--- config.mk ---
export PLATFORM = sky130hd
export DESIGN_NAME = blockram_request_engine
export DESIGN_NICKNAME = d
export VERILOG_FILES = /design/src/rtl/blockram_request_engine_pkg.sv /design/src/rtl/blockram_response_fifo.sv /design/src/rtl/blockram_request_engine.sv
export SDC_FILE = /design/constraint.sdc
export NUM_CORES = 1
export LEC_CHECK = 0
export CAP_MARGIN = 20
export CORE_MARGIN = 8
export CORE_UTILIZATION = 49
export CTS_BUF_LIST = sky130_fd_sc_hd__clkbuf_4 sky130_fd_sc_hd__clkbuf_8 sky130_fd_sc_hd__clkbuf_16
export DETAILED_ROUTE_END_ITERATION = 8
export PLACE_DENSITY = 0.8
export SYNTH_ARGS = -nofsm -noshare
export SYNTH_HDL_FRONTEND = slang
export SYNTH_SLANG_ARGS = --single-unit
--- constraint.sdc ---
create_clock -name clk_in -period 14.5 [get_ports clk_in]
set_input_delay 2.9 -clock clk_in [delete_from_list [all_inputs] [get_ports clk_in]]
set_output_delay 2.9 -clock clk_in [all_outputs]
set_load 0.02 [all_outputs]
--- src/rtl/blockram_request_engine_pkg.sv ---
`default_nettype none
// ============================================================================
// Module      : blockram_request_engine_pkg
// Description : Default geometry and acceptance rule for the blockram engine.
// Revision    : 1.0 - initial release
// ============================================================================
package blockram_request_engine_pkg;

    localparam int c_element_bits = 64;
    localparam int c_number_sets  = 64;
    localparam int c_set_ptr_bits = 6;
    localparam int c_fifo_depth   = 2;

    // A request may issue only if its response is guaranteed a FIFO slot.
    function automatic logic can_accept(input logic [1:0] occupancy,
                                        input logic       inflight,
                                        input logic       pop);
        logic [2:0] level;
        level = {1'b0, occupancy} + {2'b00, inflight} - {2'b00, pop};
        return level < 3'(c_fifo_depth);
    endfunction

endpackage
`default_nettype wire

--- src/rtl/blockram_response_fifo.sv ---
`default_nettype none
// ============================================================================
// Module      : blockram_response_fifo
// Description : 2-entry fall-through response FIFO with occupancy output.
// Revision    : 1.0 - initial release
// ============================================================================
module blockram_response_fifo #(
    parameter int WIDTH = 64
) (
    input  logic             clk,
    input  logic             rst,
    input  logic             i_push,
    input  logic [WIDTH-1:0] i_push_data,
    input  logic             i_pop,
    output logic             o_valid,
    output logic [WIDTH-1:0] o_data,
    output logic [1:0]       o_occupancy
);

    logic [WIDTH-1:0] r_mem [2];
    logic             r_wr_ptr;
    logic             r_rd_ptr;
    logic [1:0]       r_count;

    logic w_empty;
    logic w_pop;
    logic w_store;
    logic w_drop_head;

    // An empty FIFO presents the capture directly so data is seen one cycle after issue.
    assign w_empty     = (r_count == 2'd0);
    assign o_valid     = !w_empty || i_push;
    assign o_data      = w_empty ? i_push_data : r_mem[r_rd_ptr];
    assign o_occupancy = r_count;

    assign w_pop       = i_pop && o_valid;
    assign w_store     = i_push && !(w_empty && w_pop);
    assign w_drop_head = w_pop && !w_empty;

    always_ff @(posedge clk or posedge rst) begin
        if (rst) begin
            r_mem[0] <= '0;
            r_mem[1] <= '0;
            r_wr_ptr <= 1'b0;
            r_rd_ptr <= 1'b0;
            r_count  <= 2'd0;
        end else begin
            if (w_store) begin
                r_mem[r_wr_ptr] <= i_push_data;
                r_wr_ptr        <= ~r_wr_ptr;
            end
            if (w_drop_head) begin
                r_rd_ptr <= ~r_rd_ptr;
            end
            r_count <= r_count + {1'b0, w_store} - {1'b0, w_drop_head};
        end
    end

endmodule
`default_nettype wire

--- src/rtl/blockram_request_engine.sv ---
`default_nettype none
// ============================================================================
// Module      : blockram_request_engine
// Description : Read/write request front end for dual_port_blockram with
//               buffered read-data and evict-data response channels.
// Revision    : 1.0 - initial release
// ============================================================================
module blockram_request_engine
    import blockram_request_engine_pkg::*;
#(
    parameter int SINGLE_ELEMENT_SIZE_IN_BITS = c_element_bits,
    parameter int NUMBER_SETS                 = c_number_sets,
    parameter int SET_PTR_WIDTH_IN_BITS       = c_set_ptr_bits
) (
    input  logic                                   clk_in,
    input  logic                                   reset_in,
    input  logic                                   read_req_valid_in,
    input  logic [SET_PTR_WIDTH_IN_BITS-1:0]       read_req_addr_in,
    output logic                                   read_req_ack_out,
    output logic                                   read_resp_valid_out,
    output logic [SINGLE_ELEMENT_SIZE_IN_BITS-1:0] read_resp_data_out,
    input  logic                                   read_resp_ack_in,
    input  logic                                   write_req_valid_in,
    input  logic [SET_PTR_WIDTH_IN_BITS-1:0]       write_req_addr_in,
    input  logic [SINGLE_ELEMENT_SIZE_IN_BITS-1:0] write_req_data_in,
    output logic                                   write_req_ack_out,
    output logic                                   write_resp_valid_out,
    output logic [SINGLE_ELEMENT_SIZE_IN_BITS-1:0] write_resp_evict_out,
    input  logic                                   write_resp_ack_in,
    output logic                                   ram_read_en_out,
    output logic [SET_PTR_WIDTH_IN_BITS-1:0]       ram_read_set_addr_out,
    input  logic [SINGLE_ELEMENT_SIZE_IN_BITS-1:0] ram_read_element_in,
    output logic                                   ram_write_en_out,
    output logic [SET_PTR_WIDTH_IN_BITS-1:0]       ram_write_set_addr_out,
    output logic [SINGLE_ELEMENT_SIZE_IN_BITS-1:0] ram_write_element_out,
    input  logic [SINGLE_ELEMENT_SIZE_IN_BITS-1:0] ram_evict_element_in
);

    generate
        if ((1 << SET_PTR_WIDTH_IN_BITS) < NUMBER_SETS) begin : g_bad_addr_width
            $error("SET_PTR_WIDTH_IN_BITS too narrow for NUMBER_SETS");
        end
    endgenerate

    logic                                   r_rd_inflight;
    logic                                   r_wr_inflight;
    logic                                   r_bypass;
    logic [SINGLE_ELEMENT_SIZE_IN_BITS-1:0] r_bypass_data;

    logic [1:0]                             w_rd_occ;
    logic [1:0]                             w_wr_occ;
    logic                                   w_rd_pop;
    logic                                   w_wr_pop;
    logic                                   w_rd_ack;
    logic                                   w_wr_ack;
    logic [SINGLE_ELEMENT_SIZE_IN_BITS-1:0] w_rd_capture;

    assign w_rd_pop = read_resp_valid_out && read_resp_ack_in;
    assign w_wr_pop = write_resp_valid_out && write_resp_ack_in;

    assign w_rd_ack = read_req_valid_in && !reset_in &&
                      can_accept(w_rd_occ, r_rd_inflight, w_rd_pop);
    assign w_wr_ack = write_req_valid_in && !reset_in &&
                      can_accept(w_wr_occ, r_wr_inflight, w_wr_pop);

    assign read_req_ack_out       = w_rd_ack;
    assign write_req_ack_out      = w_wr_ack;
    assign ram_read_en_out        = w_rd_ack;
    assign ram_write_en_out       = w_wr_ack;
    assign ram_read_set_addr_out  = w_rd_ack ? read_req_addr_in  : '0;
    assign ram_write_set_addr_out = w_wr_ack ? write_req_addr_in : '0;
    assign ram_write_element_out  = w_wr_ack ? write_req_data_in : '0;

    // The RAM reads old data on a same-address collision; substitute the write.
    assign w_rd_capture = r_bypass ? r_bypass_data : ram_read_element_in;

    always_ff @(posedge clk_in or posedge reset_in) begin
        if (reset_in) begin
            r_rd_inflight <= 1'b0;
            r_wr_inflight <= 1'b0;
            r_bypass      <= 1'b0;
            r_bypass_data <= '0;
        end else begin
            r_rd_inflight <= w_rd_ack;
            r_wr_inflight <= w_wr_ack;
            r_bypass      <= w_rd_ack && w_wr_ack &&
                             (read_req_addr_in == write_req_addr_in);
            r_bypass_data <= write_req_data_in;
        end
    end

    blockram_response_fifo #(
        .WIDTH(SINGLE_ELEMENT_SIZE_IN_BITS)
    ) u_read_fifo (
        .clk        (clk_in),
        .rst        (reset_in),
        .i_push     (r_rd_inflight),
        .i_push_data(w_rd_capture),
        .i_pop      (read_resp_ack_in),
        .o_valid    (read_resp_valid_out),
        .o_data     (read_resp_data_out),
        .o_occupancy(w_rd_occ)
    );

    blockram_response_fifo #(
        .WIDTH(SINGLE_ELEMENT_SIZE_IN_BITS)
    ) u_write_fifo (
        .clk        (clk_in),
        .rst        (reset_in),
        .i_push     (r_wr_inflight),
        .i_push_data(ram_evict_element_in),
        .i_pop      (write_resp_ack_in),
        .o_valid    (write_resp_valid_out),
        .o_data     (write_resp_evict_out),
        .o_occupancy(w_wr_occ)
    );

endmodule
`default_nettype wire
==> results of run 1 <==
## through the flow
stage | power [W] | hold WS, ns | setup slack [ns]
2_1_floorplan | 0.00313 | 0.455 | 2.43
5_1_grt | 0.00545 | 0.513 | 5.15
3_5_place_dp | 0.00421 | 0.483 | 5.30
6_report | 0.00514 | 0.495 | 5.35
3_3_place_gp | 0.00415 | 0.467 | 5.34
4_1_cts | 0.00520 | 0.497 | 5.29
## synth_stat cells, types with 2 or more instances
master	n
mux2i_1	128
buf_8	12
fa_1	2
or3_1	2
xor2_1	12
and2_1	78
nor2b_1	2
a21oi_4	4
clkbuf_1	26
ha_1	6
dfrtp_1	331
mux2_4	50
a21boi_0	2
buf_1	2
buf_2	28
xnor2_1	4
o21ai_0	128
nor2_4	2
buf_6	12
mux2_2	265
nand2_1	132
inv_1	5
buf_4	2
mux2_1	5
nand2b_1	4
## state kept, by name, indices dropped and copies added, names as in the netlist
signal	count
u_write_fifo.r_mem	128
r_bypass_data	64
r_bypass	1
u_read_fifo.r_wr_ptr	1
u_write_fifo.r_rd_ptr	1
u_read_fifo.r_mem	128
u_read_fifo.o_occupancy	2
u_write_fifo.o_occupancy	2
u_read_fifo.r_rd_ptr	1
r_wr_inflight	1
r_rd_inflight	1
u_write_fifo.r_wr_ptr	1
## final cells by class
class / count / share of cell area (%)
Tap cell: 442 / 2.55
Clock inverter: 12 / 0.410
Sequential cell: 331 / 38.2
Antenna cell: 5 / 0.0577
Multi-Input combinational cell: 831 / 33.0
Clock buffer: 54 / 5.47
Timing Repair Buffer: 436 / 20.2
Inverter: 5 / 0.121
## report_power, final
group          total [W]  switching [W]  internal (W)
sequential       0.00156       0.000237       0.00132
clock           0.000951       0.000365      0.000586
combinational    0.00263        0.00130       0.00133
total            0.00514        0.00190       0.00324
## kinds of logic after synthesis
family / count (synthesis) / share of synthesized area (%)
AND/OR/NAND/NOR: 225 / 6.80
flip-flops: 331 / 51.7
AO/OA/AOI/OAI: 134 / 4.50
buffers and inverters: 87 / 3.71
multiplexers: 448 / 31.7
XOR/XNOR: 16 / 0.875
adder cells (fa/ha/maj): 8 / 0.719
## layer usage
metal / GRT usage, % / share of wire (%)
met3: 5.99 / 6.6
met2: 35.7 / 50
met1: 25.3 / 41
met5: 0 / 0.022
met4: 7.44 / 2.6
## how the worst max path moves through the flow
stage | slack, ns | depth (start not counted) | startpoint | end
floorplan | 2.43 | 1 | reset_in | r_bypass
global placement | 5.34 | 9 | read_resp_ack_in | ram_read_set_addr_out[4]
detailed placement | 5.30 | 9 | read_resp_ack_in | ram_read_set_addr_out[5]
CTS | 5.29 | 9 | read_resp_ack_in | ram_read_set_addr_out[5]
global route | 5.15 | 10 | write_resp_ack_in | ram_write_element_out[26]
finish | 5.35 | 10 | write_resp_ack_in | ram_write_element_out[47]
## worst reg2reg max path, cell delays in order (launching register included)
cell and delay, ns:
dfrtp_1 0.48, or3_1 0.39, and2_1 0.17, ha_1 0.25, nand2b_1 0.16, fa_1 0.41
xor2_1 0.18, nor3_4 0.18, buf_4 0.54, and4_1 0.30
==> impl_metrics.toml, run 1 <==
[synthesis]
synthFlopType = "dfrtp_1"
ys_ff_latch = 331
syn_avg_cell_area_sq_um = 12.8
synthesis.area_sq_mm = 0.0160
yosysTopAreaCellShare_pct = 51.7
async_reset_ff_share_pct = 100
synth_top_cell_by_area = "dfrtp_1"
synth_nets = 1467
synth.area.top_cells = "dfrtp_1, mux2_2, mux2i_1"
synthCells = 1249
synth_edf_count = 0
yosysUniqueCellTypes = 30
seq_area_frac_synth_pct = 51.7
yosys_warnings = 0

[cells_and_area]
stdcell_area_sq_mm = 0.0217
multi_input_area_sq_mm = 0.00715
fin_util_pct = 67.0
final_cell_mix = "clkdlybuf4s50_1, dfrtp_1, mux2_2"
syn_to_final_growth_pct = 35.4
layout.cells.non_filler = 2116
drive_above_1_share_pct = 24.6
fillCellCount = 2451
final_common_cell = "clkdlybuf4s50_1"
seq_area_sq_mm = 0.00829
fin_nets = 1861

[sta]
tns_ns = 0
drv_slew = 0
setup_viol_count_final = 0
tightest_slew_ns = 1.02
slew_headroom_pct = 32.1
fmax_ghz = 0.109
clock-skew-final_ns = 0.0103
rsz0062_at_grt = "false"
min_period_ns = 9.15
finalHoldViolCount = 0
period_share_pct = 63.1

[routing]
vias_per_cell = 5.16
wl_per_cell_um = 19.7
final_antenna_net_count = 0
initialDrtViolationCount = 543
wirelength_mm = 41.7
drc = 0
vias = 10900
first_pass_iters = 4

[clock_network]
cts.sinks = 331
cts_hold_buf = 0
cts_made_buffers = 38
cts_tree = "built"
h-tree-depth = 2
cts_repair_resize_count = 0
insertion_delay_ns = 0.50
postCtsSetupRepairBufs = 0
root_buffer = "clkbuf_16"
clk_pin_slew_ns = 0.06
ctsLongestPathBuffers = 3

[floorplan]
die_x_um = 197
coreArea_sq_mm = 0.0324
io_pins = 420
die_area_sq_mm = 0.0387
die_height_um = 197
start_util_pct = 49.5
rows = 66

[pwr]
leakagePower_nw = 9.04
ir_drop_mv = 0.121
cellPowerDensity_mw_per_mm2 = 237

[outcome]
status = "finished, final reports clean"

[setup_path]
critPathTopFamily = "buffers and inverters"
path_buf_inv = 3
reg2reg_slack_ns = 11.37
worstReg2RegStart = "u_write_fifo.o_occupancy[1]"
slowest_stage = "clkdlybuf4s50_1"
critPathKind = "input pin to output pin"
path_max_fanout = 75
cp.arrival_ns = 6.25
r2r_end = "r_bypass"
cp_cell_sequence = "clkdlybuf4s50_1 > and2_1 > ha_1 > nand2b_1 > fa_1 > xor2_1 > nor3_4 > buf_4 > and2_1 > clkdlybuf4s50_1"
startpoint_type = "input pin"
rr_worst_depth = 9
critPathCaptureType = "output pin"
cp.required_ns = 11.60
critPathMaxStageDelay_ns = 0.62

[place]
port-buffer-count = 419
routabilityCongestion = 0.804
placed_cells = 2042
placed_cell_area_sq_mm = 0.0203
dp_hpwl_mm = 29.2

[hold_path]
hp-start = "u_read_fifo.r_mem[62]"
min_to = "u_read_fifo.r_mem[62]"
whs_path_depth = 1
min_path_type = "register to register"

[grt]
grt_overflow_total = 0
grt_pass1_vias = 11900
grt_pass1_wl_mm = 65.8
grtUsageTotal_pct = 21.0
grt_max_degree = 133
grt_antenna_before_repair = 5

[job]
maxCapViolations = 0
No activity file was read; power rests on OpenSTA's default activity.
==> run 2: changes to the inputs <==
clock period = 9.6 ns   (was 14.5 ns; I/O delays follow)
==> impl_metrics.toml, run 2 (same netlist as run 1, synthesis figures left out) <==
[outcome]
status = "finished, final reports clean"

[pwr]
finalPower_w = 0.00777
leakagePower_nw = 9.02
ir_drop_mv = 0.234
cellPowerDensity_mw_per_mm2 = 359

[floorplan]
die_x_um = 197
die_area_sq_mm = 0.0387
io_pins = 420
start_util_pct = 49.5
coreArea_sq_mm = 0.0324
rows = 66
die_height_um = 197

[grt]
grt_antenna_before_repair = 4
grtUsageTotal_pct = 21.2
grt_max_degree = 147
grt_pass1_vias = 12000
grt_pass1_wl_mm = 66.1
grt_overflow_total = 0

[sta]
fmax_ghz = 0.139
min_period_ns = 7.21
rsz0062_at_grt = "false"
clock-skew-final_ns = 0.0160
drv_slew = 0
setup_viol_count_final = 0
finalHoldViolCount = 0
tns_ns = 0
slew_headroom_pct = 24.4
period_share_pct = 75.1
tightest_slew_ns = 1.13

[hold_path]
min_path_type = "register to register"
whs_path_depth = 1
min_to = "u_read_fifo.r_wr_ptr"
hp-start = "u_read_fifo.r_wr_ptr"

[cells_and_area]
multi_input_area_sq_mm = 0.00715
fillCellCount = 2410
drive_above_1_share_pct = 24.6
final_cell_mix = "clkdlybuf4s50_1, dfrtp_1, mux2_2"
seq_area_sq_mm = 0.00829
final_common_cell = "clkdlybuf4s50_1"
fin_nets = 1861
top_regs = "u_read_fifo.r_mem x128, u_write_fifo.r_mem x128, r_bypass_data x64"
syn_to_final_growth_pct = 35.3

[setup_path]
critPathKind = "input pin to output pin"
reg2reg_slack_ns = 6.39
critPathCaptureType = "output pin"
rr_worst_depth = 8
slowest_stage = "nor3_2"
startpoint_type = "input pin"
path_max_fanout = 10
cp_cell_sequence = "clkdlybuf4s50_1 > and2_1 > ha_1 > nand2b_1 > fa_1 > xor2_1 > nor3_2 > and2_1 > clkdlybuf4s50_1"
r2r_end = "r_bypass"
critPathMaxStageDelay_ns = 0.78
cp.required_ns = 7.68
cp.arrival_ns = 5.29
worstReg2RegStart = "u_read_fifo.o_occupancy[1]"

[clock_network]
root_buffer = "clkbuf_16"
clk_pin_slew_ns = 0.06
cts.sinks = 331
postCtsSetupRepairBufs = 0
insertion_delay_ns = 0.51
cts_made_buffers = 38
cts_tree = "built"
h-tree-depth = 2
cts_hold_buf = 0
ctsLongestPathBuffers = 3
cts_repair_resize_count = 0

[routing]
wl_per_cell_um = 19.9
first_pass_iters = 4
wirelength_mm = 42.0
final_antenna_net_count = 0
met3_length_mm = 2.73
vias_per_cell = 5.17
topRoutingLayerUsed = "met5"
initialDrtViolationCount = 393
met2_length_mm = 20.7
vias = 10900
drc = 0
wl_met1_mm = 17.2

[place]
routabilityCongestion = 0.771
port-buffer-count = 419
dp_hpwl_mm = 29.1

[job]
maxCapViolations = 0
## run 2: stage by stage
step	hold slack, ns	setup WS (ns)	instances	instance area [sq um]	utilization, %
2_1_floorplan	0.455	3.26	1249	16000	-
3_3_place_gp	0.467	2.37	2043	20300	62.8
3_5_place_dp	0.476	2.30	2044	20400	62.9
4_1_cts	0.488	2.30	2110	21600	66.8
5_1_grt	0.504	2.22	2114	21700	66.9
6_report	0.482	2.39	2114	21700	66.9
## run 2: critical path: cells and delay by family
family                     cells  cell delay [ns]
xor gates and xnor gates       1             0.16
adders and majority gates      2             0.61
buffers and inverters          2             1.23
and+or+nand+nor                4             1.35
## run 2: cell type report
type	count	share of cell area [%]
multi-input combinational	831	33.0
antenna	3	0.0347
tap	442	2.55
inverter	5	0.104
clock buffer	61	5.69
timing repair buffer	436	20.2
clock inverter	5	0.150
sequential	331	38.3
## run 2: report_power, final
group / internal [W] / switching [W] / total (W)
logic: 0.00201 / 0.00200 / 0.00401
registers: 0.00199 / 0.000341 / 0.00233
clock network: 0.000878 / 0.000547 / 0.00142
## run 2: how the worst max path moves through the flow
stage / from / to / slack, ns / cells after the start
finish: read_resp_ack_in / ram_read_set_addr_out[3] / 2.39 / 9
global route: read_resp_ack_in / ram_read_set_addr_out[3] / 2.22 / 9
CTS: read_resp_ack_in / ram_read_set_addr_out[3] / 2.30 / 9
detailed placement: read_resp_ack_in / ram_read_set_addr_out[3] / 2.30 / 9
global placement: read_resp_ack_in / ram_read_set_addr_out[4] / 2.37 / 9
floorplan: reset_in / r_bypass / 3.26 / 1
## run 2: routing by layer
layer,global-route usage [%],vias to the layer above
met3,5.97,75
li1,-,5123
met5,0,-
met1,26.0,5423
met4,8.05,2
met2,35.2,313
